`src/rtl/poly_uniform_eta_sampler.sv`:
```
// rtl/poly_uniform_eta_sampler.sv - rejection sampler for one [-ETA,ETA] polynomial
// Optional rej_cnt output enabled by `define POLY_ETA_REJCNT_EN.
module poly_uniform_eta_sampler #(
   parameter int ETA = 2,
   parameter int N   = 256
) (
   input  logic        clk,
   input  logic        rst,
   input  logic        start,
   input  logic [7:0]  in_data,
   input  logic        in_valid,
   output logic        in_ready,
   output logic [31:0] out_coeff,
   output logic [7:0]  out_idx,
   output logic        out_valid,
   input  logic        out_ready,
   output logic        busy,
`ifdef POLY_ETA_REJCNT_EN
   output logic [15:0] rej_cnt,
`endif
   output logic        done
);

   generate
      if (ETA != 2 && ETA != 4) begin : g_bad_eta
         $error("poly_uniform_eta_sampler: ETA must be 2 or 4");
      end
   endgenerate

   typedef enum logic [2:0] {IDLE, FETCH, EMIT_LO, EMIT_HI, DONE} state_t;

   state_t            state, state_nx;
   logic [8:0]        count;
   logic [7:0]        byte_q;
   logic [3:0]        t;
   logic [3:0]        t_mod5;
   logic              accept;
   logic signed [4:0] coeff;
   logic              emit;
   logic              hs;
   logic              last;

   // Nibble evaluation: selects the half of the latched byte for the current emit state
   always_comb begin
      t      = (state == EMIT_HI) ? byte_q[7:4] : byte_q[3:0];
      t_mod5 = t;
      accept = 1'b0;
      coeff  = '0;
      if (t >= 4'd10)
         t_mod5 = t - 4'd10;
      else if (t >= 4'd5)
         t_mod5 = t - 4'd5;
      if (ETA == 2) begin
         accept = (t < 4'd15);
         coeff  = 5'sd2 - $signed({1'b0, t_mod5});
      end else begin
         accept = (t < 4'd9);
         coeff  = 5'sd4 - $signed({1'b0, t});
      end
   end

   assign emit = (state == EMIT_LO) || (state == EMIT_HI);
   assign hs   = emit && accept && out_ready;
   assign last = (count == 9'(N - 1));

   always_ff @(posedge clk) begin
      if (rst)
         state <= IDLE;
      else
         state <= state_nx;
   end

   always_comb begin
      state_nx = state;
      case (state)
         IDLE:    if (start) state_nx = FETCH;
         FETCH:   if (in_valid) state_nx = EMIT_LO;
         EMIT_LO: begin
            if (!accept)
               state_nx = EMIT_HI;
            else if (out_ready)
               state_nx = last ? DONE : EMIT_HI;
         end
         EMIT_HI: begin
            if (!accept)
               state_nx = FETCH;
            else if (out_ready)
               state_nx = last ? DONE : FETCH;
         end
         DONE:    state_nx = IDLE;
         default: state_nx = IDLE;
      endcase
   end

   always_ff @(posedge clk) begin
      if (rst) begin
         count  <= '0;
         byte_q <= '0;
      end else begin
         if (state == IDLE && start)
            count <= '0;
         else if (hs)
            count <= count + 9'd1;
         if (state == FETCH && in_valid)
            byte_q <= in_data;
      end
   end

   always_comb begin
      in_ready  = (state == FETCH);
      out_valid = emit && accept;
      out_coeff = out_valid ? {{27{coeff[4]}}, coeff} : 32'd0;
      out_idx   = out_valid ? count[7:0] : 8'd0;
      busy      = (state == FETCH) || emit;
      done      = (state == DONE);
   end

`ifdef POLY_ETA_REJCNT_EN
   always_ff @(posedge clk) begin
      if (rst)
         rej_cnt <= '0;
      else if (state == IDLE && start)
         rej_cnt <= '0;
      else if (emit && !accept && rej_cnt != 16'hFFFF)
         rej_cnt <= rej_cnt + 16'd1;
   end
`endif

endmodule

```
`config.mk`:
```
export PLATFORM = sky130hd
export DESIGN_NAME = poly_uniform_eta_sampler
export DESIGN_NICKNAME = d
export VERILOG_FILES = /design/src/rtl/poly_uniform_eta_sampler.sv
export SDC_FILE = /design/constraint.sdc
export NUM_CORES = 1
export LEC_CHECK = 0
export CAP_MARGIN = 10
export CORE_AREA = 2 2 44 87
export DETAILED_ROUTE_END_ITERATION = 10
export DIE_AREA = 0 0 46 89
export GPL_TIMING_DRIVEN = 0
export PLACE_DENSITY_LB_ADDON = 0.2
export SLEW_MARGIN = 20
export SYNTH_ARGS = -nofsm -noshare
export SYNTH_HDL_FRONTEND = slang
export SYNTH_SLANG_ARGS = --single-unit
```
`constraint.sdc`:
```
create_clock -name clk -period 7.8 [get_ports clk]
set_clock_uncertainty 0.15 [all_clocks]
set_input_delay 1.56 -clock clk [delete_from_list [all_inputs] [get_ports clk]]
set_output_delay 1.56 -clock clk [all_outputs]
set_load 0.01 [all_outputs]
```
=== Yosys cells after proc, flatten, opt, wreduce, memory -nomap -nowiden ===
Cells that the tools add are included.

* Bits in registers: 20
* Latch bits: 0
* Memory bits (writable): 0
* ROM bits: 0
* Output and inout port bits: 44
* Memories: 0

* Add/subtract/negate cells: 4
* Multiply operators: 0
* Divide/modulo/power cells: 0
* Magnitude comparators: 3
* Eq/ne operators: 9
* Shift-type cells: 0
* Mux-type cells: 14
* Bitwise logic cells: 0
* Reduce and logical (&&, ||, !) cells: 9

{| class="wikitable"
|+ Operator list
! cell !! number
|-
| $mux 32 || 1
|-
| $mux 3 || 8
|-
| $mux 4 || 3
|-
| $pmux 3 s4 || 1
|-
| $add 9x1->9 const B || 1
|-
| $eq 9x8->1 const B || 1
|-
| $mux 8 || 1
|-
| $eq 3x2->1 const B || 2
|-
| $ne 3x3->1 const B || 2
|-
| $sub 2x4->5 const A || 1
|-
| $ge 4x3->1 const B || 1
|-
| $ge 4x4->1 const B || 1
|-
| $logic_and 1x1->1 || 4
|-
| $lt 4x4->1 const B || 1
|-
| $ne 2x2->1 const B || 2
|-
| $reduce_and 4->1 || 1
|-
| $sub 4x3->4 const B || 1
|-
| $sub 4x4->4 const B || 1
|-
| $eq 3x1->1 const B || 1
|-
| $eq 3x3->1 const B || 1
|-
| $logic_not 3->1 || 1
|-
| $logic_or 1x1->1 || 2
|-
| $reduce_or 2->1 || 1
|}

=== Logic depth before layout (Yosys ltp) ===
* Depth after elaboration: 7
* Depth in mapped cells: 15
* Mapped depth without buffers: 12

=== Worst setup path before layout ===
No wires, ideal clock.

* Kind: register to output
* Start point: register state[0]
* End point: output out_coeff[10]
* Arrival: 3141 ps
* Data required time: 6090 ps
* Setup slack: 2949 ps
* Cell stages (with the launch flop): 15
* Cell sequence: dfxtp_1 -> buf_2 -> and3b_1 -> buf_6 -> mux2_2 -> inv_1 -> ha_1 -> nor2_1 -> mux2i_1 -> a211oi_1 -> or3_1 -> inv_1 -> ha_1 -> o31a_1 -> buf_4

* Longest elaborated chain between the ends: 7
* Elaborated cells between the ends (all ways): 14
* Those cells by class: add/sub (3); order compare (3); eq/ne (2); mux (4); reduce/logical (2)

{| class="wikitable"
|+ Ends and longest elaborated chain
! element !! line !! RTL
|-
| start: declaration || 32 || <nowiki>state_t state, state_nx;</nowiki>
|-
| start signal: assignment || 70 || <nowiki>state <= state_nx;</nowiki>
|-
| $eq 3x2->1 || 45, 62 ||
|-
| $mux 4 || 45 || <nowiki>t = (state == EMIT_HI) ? byte_q[7:4] : byte_q[3:0];</nowiki>
|-
| $sub 4x3->4 or $ge 4x3->1 (tied branches) || 52, 51 ||
|-
| $mux 4 || 51 || <nowiki>else if (t >= 4'd5)</nowiki>
|-
| $mux 4 || 49 || <nowiki>if (t >= 4'd10)</nowiki>
|-
| $sub 2x4->5 || 55 || <nowiki>coeff = 5'sd2 - $signed({1'b0, t_mod5});</nowiki>
|-
| $mux 32 * || 112 || <nowiki>out_coeff = out_valid ? {{27{coeff[4]}}, coeff} : 32'd0;</nowiki>
|-
| end: declaration || 13 || <nowiki>output logic [31:0] out_coeff,</nowiki>
|}

Every way passes the cells marked *; elsewhere a longest branch is shown, timed or not.

=== Worst setup path after layout ===
* Start point: register state[1]
* End point: output out_coeff[16]

The elaborated chain is that of the path after synthesis.

==> impl_results.md <==
* DP HPWL at approximately 3100 um
* Cell Int Power at slightly above 200 uW
* Total gr overflow at 0
* Clk sinks at 20
* Max Fclk at about 170 MHz
* Fin crit share at between 70% and 80%
* Final hold vios at 0
* Delay-heaviest family, CP: buffers and inverters
* Number of antenna diodes at 0
* Fin. max-slew vios at 0
* Power Density at 129 mW/mm2
* Worst hold slack at between 300 and 400 ps
* I/O pin count at 57
* Router iterations before antenna repair at 4
* Register area at 400 um2
* Die footprint at around 0.004 mm2
* Setup TNS at 0 ps
* # rows at 30
* Via count at about 1600
* Hold_buf cts at 0
* Cts bufs inserted at 3
* Routed WL at approximately 4100 um
* Mean Syn Cell Area at approximately 7.6 um2
* Clock Tree Root: clkbuf_8
* Worst VDD drop at between 0.0001 and 0.00015 V
* H-tree levels at 1
* Slowest-stage cell, CP: o31a_1
* Hold Path Class: flop to flop
* Async set-reset flop share out of synthesis at 0%
* Clk slew on worst S/H paths at around 70 ps
* Max_cap viols at 0
* Initial DRC count at 24
* Fin area at approximately 0.0023 mm2
* Die Ht at between 80 and 90 um
* Syn Nets at between 200 and 250
* # setup viols final at 0
* Skew-Pair Late Insertion Delay at 260 ps
* Crit path time final at 5980 ps
* Die Wd at around 46 um
* Type of origin of the critical path: flop
* Layout cells sized above 1 at approximately 16%
* Residual DRC count at 0
* First-pass GRT wire length at 6560 um
* CP Class: flop to output port
* Wire per inst at 13.2 um
* Largest stage delay on the critical path at 560 ps
* Seq/Total Area, Yosys at about a quarter
* Instance count of the mapped netlist at roughly 210
* Post-Syn Area at 0.00163 mm2
* # Post-CTS Setup Buffers at 0
* Area of the core at between 0.003 and 0.004 mm2
* Leak at ~0.96 nW
* Post-layout util at around 68%
* Main synth FF type: dfxtp_1
* GPL Wtd Cong at around 0.8
* Psw at between 90 and 100 uW
* Comb power frac at 34.8%
* # nets final at around 290
* Synth warn at 0
* CP Buf/Inv Count at 7
* Worst EP arrival at ~4300 ps
* Starting Density at 48.3%
* RSZ-0062 raised after global routing: no
* Largest net degree at the start of global routing at 29
* Status: complete, no violations
* Max-slew headroom at the worst pin at 44.2%
* Net Sw Frac at a little under a third
* Area grow syn2layout at 40.2%
* Total global-route track usage at about a fifth
* Total Power at 296 uW
* Vias in the first global route at approximately 1500
* Worst EP required at between 6000 and 7000 ps
* Worst Path Max Fanout at 28
* Register share of total power at about two fifths
* Crit path cell chain: buf_2, and3b_1, buf_6, buf_4, mux2i_1, inv_1, ha_1, nor3_1, o31ai_1, a41oi_1, inv_1, ha_1, o31a_1, buf_4, clkdlybuf4s50_1
* Placed inst area at approximately 0.0022 mm2
* Crit end category: output port
* I/O Buffers at 56
* Initial antenna violation count at 0
* Antenna viol nets, final at 0
* Multi-input combinational cell area at about 950 um2
* Clock tree buffer depth at 2
* Clock power share at roughly 27%
* CTS tree: done
* Post-synth cell types at 44
* Via density at between 5 and 6
* Post-CTS resize count at 0
* Synthesized flop and latch total at 20
* Worst Tran Pin Value at between 800 and 900 ps
* Post-synth EDFFs at 0
* Number of filler cells placed in the layout at approximately 310
path summary, 6_finish.rpt:
check	startpoint	cells past startpoint	slack (ps)	end
min reg2reg	count[1]	2	350	count[1]
max reg2reg	state[1]	13	4970	count[1]
min	count[1]	2	350	count[1]
max	state[1]	15	1820	out_coeff[16]
Yosys cell counts, types with 2 or more instances:
cell type | number | area, um2
a21o_1 | 3 | 22.5
a21oi_1 | 12 | 60.1
and2_1 | 10 | 62.6
and3_1 | 2 | 12.5
buf_2 | 3 | 15.0
buf_4 | 28 | 210
dfxtp_1 | 20 | 400
ha_1 | 6 | 75.1
inv_1 | 9 | 33.8
mux2_2 | 3 | 33.8
mux2_4 | 2 | 30.0
mux2i_1 | 4 | 40.0
nand2_1 | 27 | 101
nand2b_1 | 6 | 37.5
nand3_1 | 11 | 55.1
nand3b_1 | 2 | 15.0
nor2_1 | 23 | 86.3
nor2b_1 | 2 | 12.5
nor3_1 | 6 | 30.0
nor4_1 | 2 | 12.5
o21ai_0 | 4 | 20.0
or3_1 | 2 | 12.5
xnor2_1 | 5 | 43.8
xor2_1 | 2 | 17.5
cells in the final DEF (no fill, tap or decap), types with 4 or more instances in the layout:
master	instances
clkdlybuf4s50_1	56
nor2_1	23
ha_1	6
xnor2_1	5
nand2_1	27
buf_4	28
nand3_1	11
nor3_1	6
o21ai_0	4
dfxtp_1	20
nand2b_1	6
clkbuf_8	4
mux2i_1	4
a21oi_1	12
inv_1	9
and2_1	10
cell families after synthesis:
kind of cell             count (synthesis)  share of synthesized area [%]
XOR/XNOR                                 7                           3.75
adder cells (fa/ha/maj)                  6                           4.60
AND/OR/NAND/NOR                         96                           29.3
flip-flops                              20                           24.5
multiplexers                             9                           6.36
buffers and inverters                   43                           17.0
AO/OA/AOI/OAI                           33                           14.5
tightest hold or removal path, cell delays in order (launching register included):
cell and delay, ps:
dfxtp_1 340, nand2_1 60, a21oi_1 60
cell type report:
type | count | area share, %
Clock buffer | 4 | 2.41
Multi-Input combinational cell | 151 | 41.7
Tap cell | 32 | 1.75
Timing Repair Buffer | 56 | 24.5
Inverter | 9 | 1.48
Sequential cell | 20 | 17.5
Buffer | 34 | 10.7
registers in the layout, summed over array words and instances (netlist names):
signal and flops:
byte_q 8, state 3, count 9
metal layers:
| layer | up-vias | GRT usage, % | share of wire, % | wire [um] |
|---|---|---|---|---|
| met3 | 14 | 1.82 | 3.4 | 137 |
| met1 | 740 | 21.6 | 37 | 1510 |
| met4 | 0 | 12.7 | 4.1 | 167 |
| li1 | 830 | - | - | - |
| met2 | 59 | 39.1 | 55 | 2240 |
| met5 | - | 0 | 0 | 0 |
per-stage QoR:
stage                     std cells  worst slack [ps]
final                           306              1820
after global routing            306              1450
after CTS                       306              1800
after detailed placement        302              2090
after global placement          302              2150
after floorplan                 214              2950
power groups by stage:
stage	combinational (mW)	clock, mW	sequential (mW)
6_report	0.103	0.0799	0.113
2_1_floorplan	0.0649	0	0.113
4_1_cts	0.103	0.0806	0.113
5_1_grt	0.115	0.0827	0.114
3_3_place_gp	0.101	0	0.115
3_5_place_dp	0.103	0	0.115
Note: power is estimated with default switching activity, not from simulation.
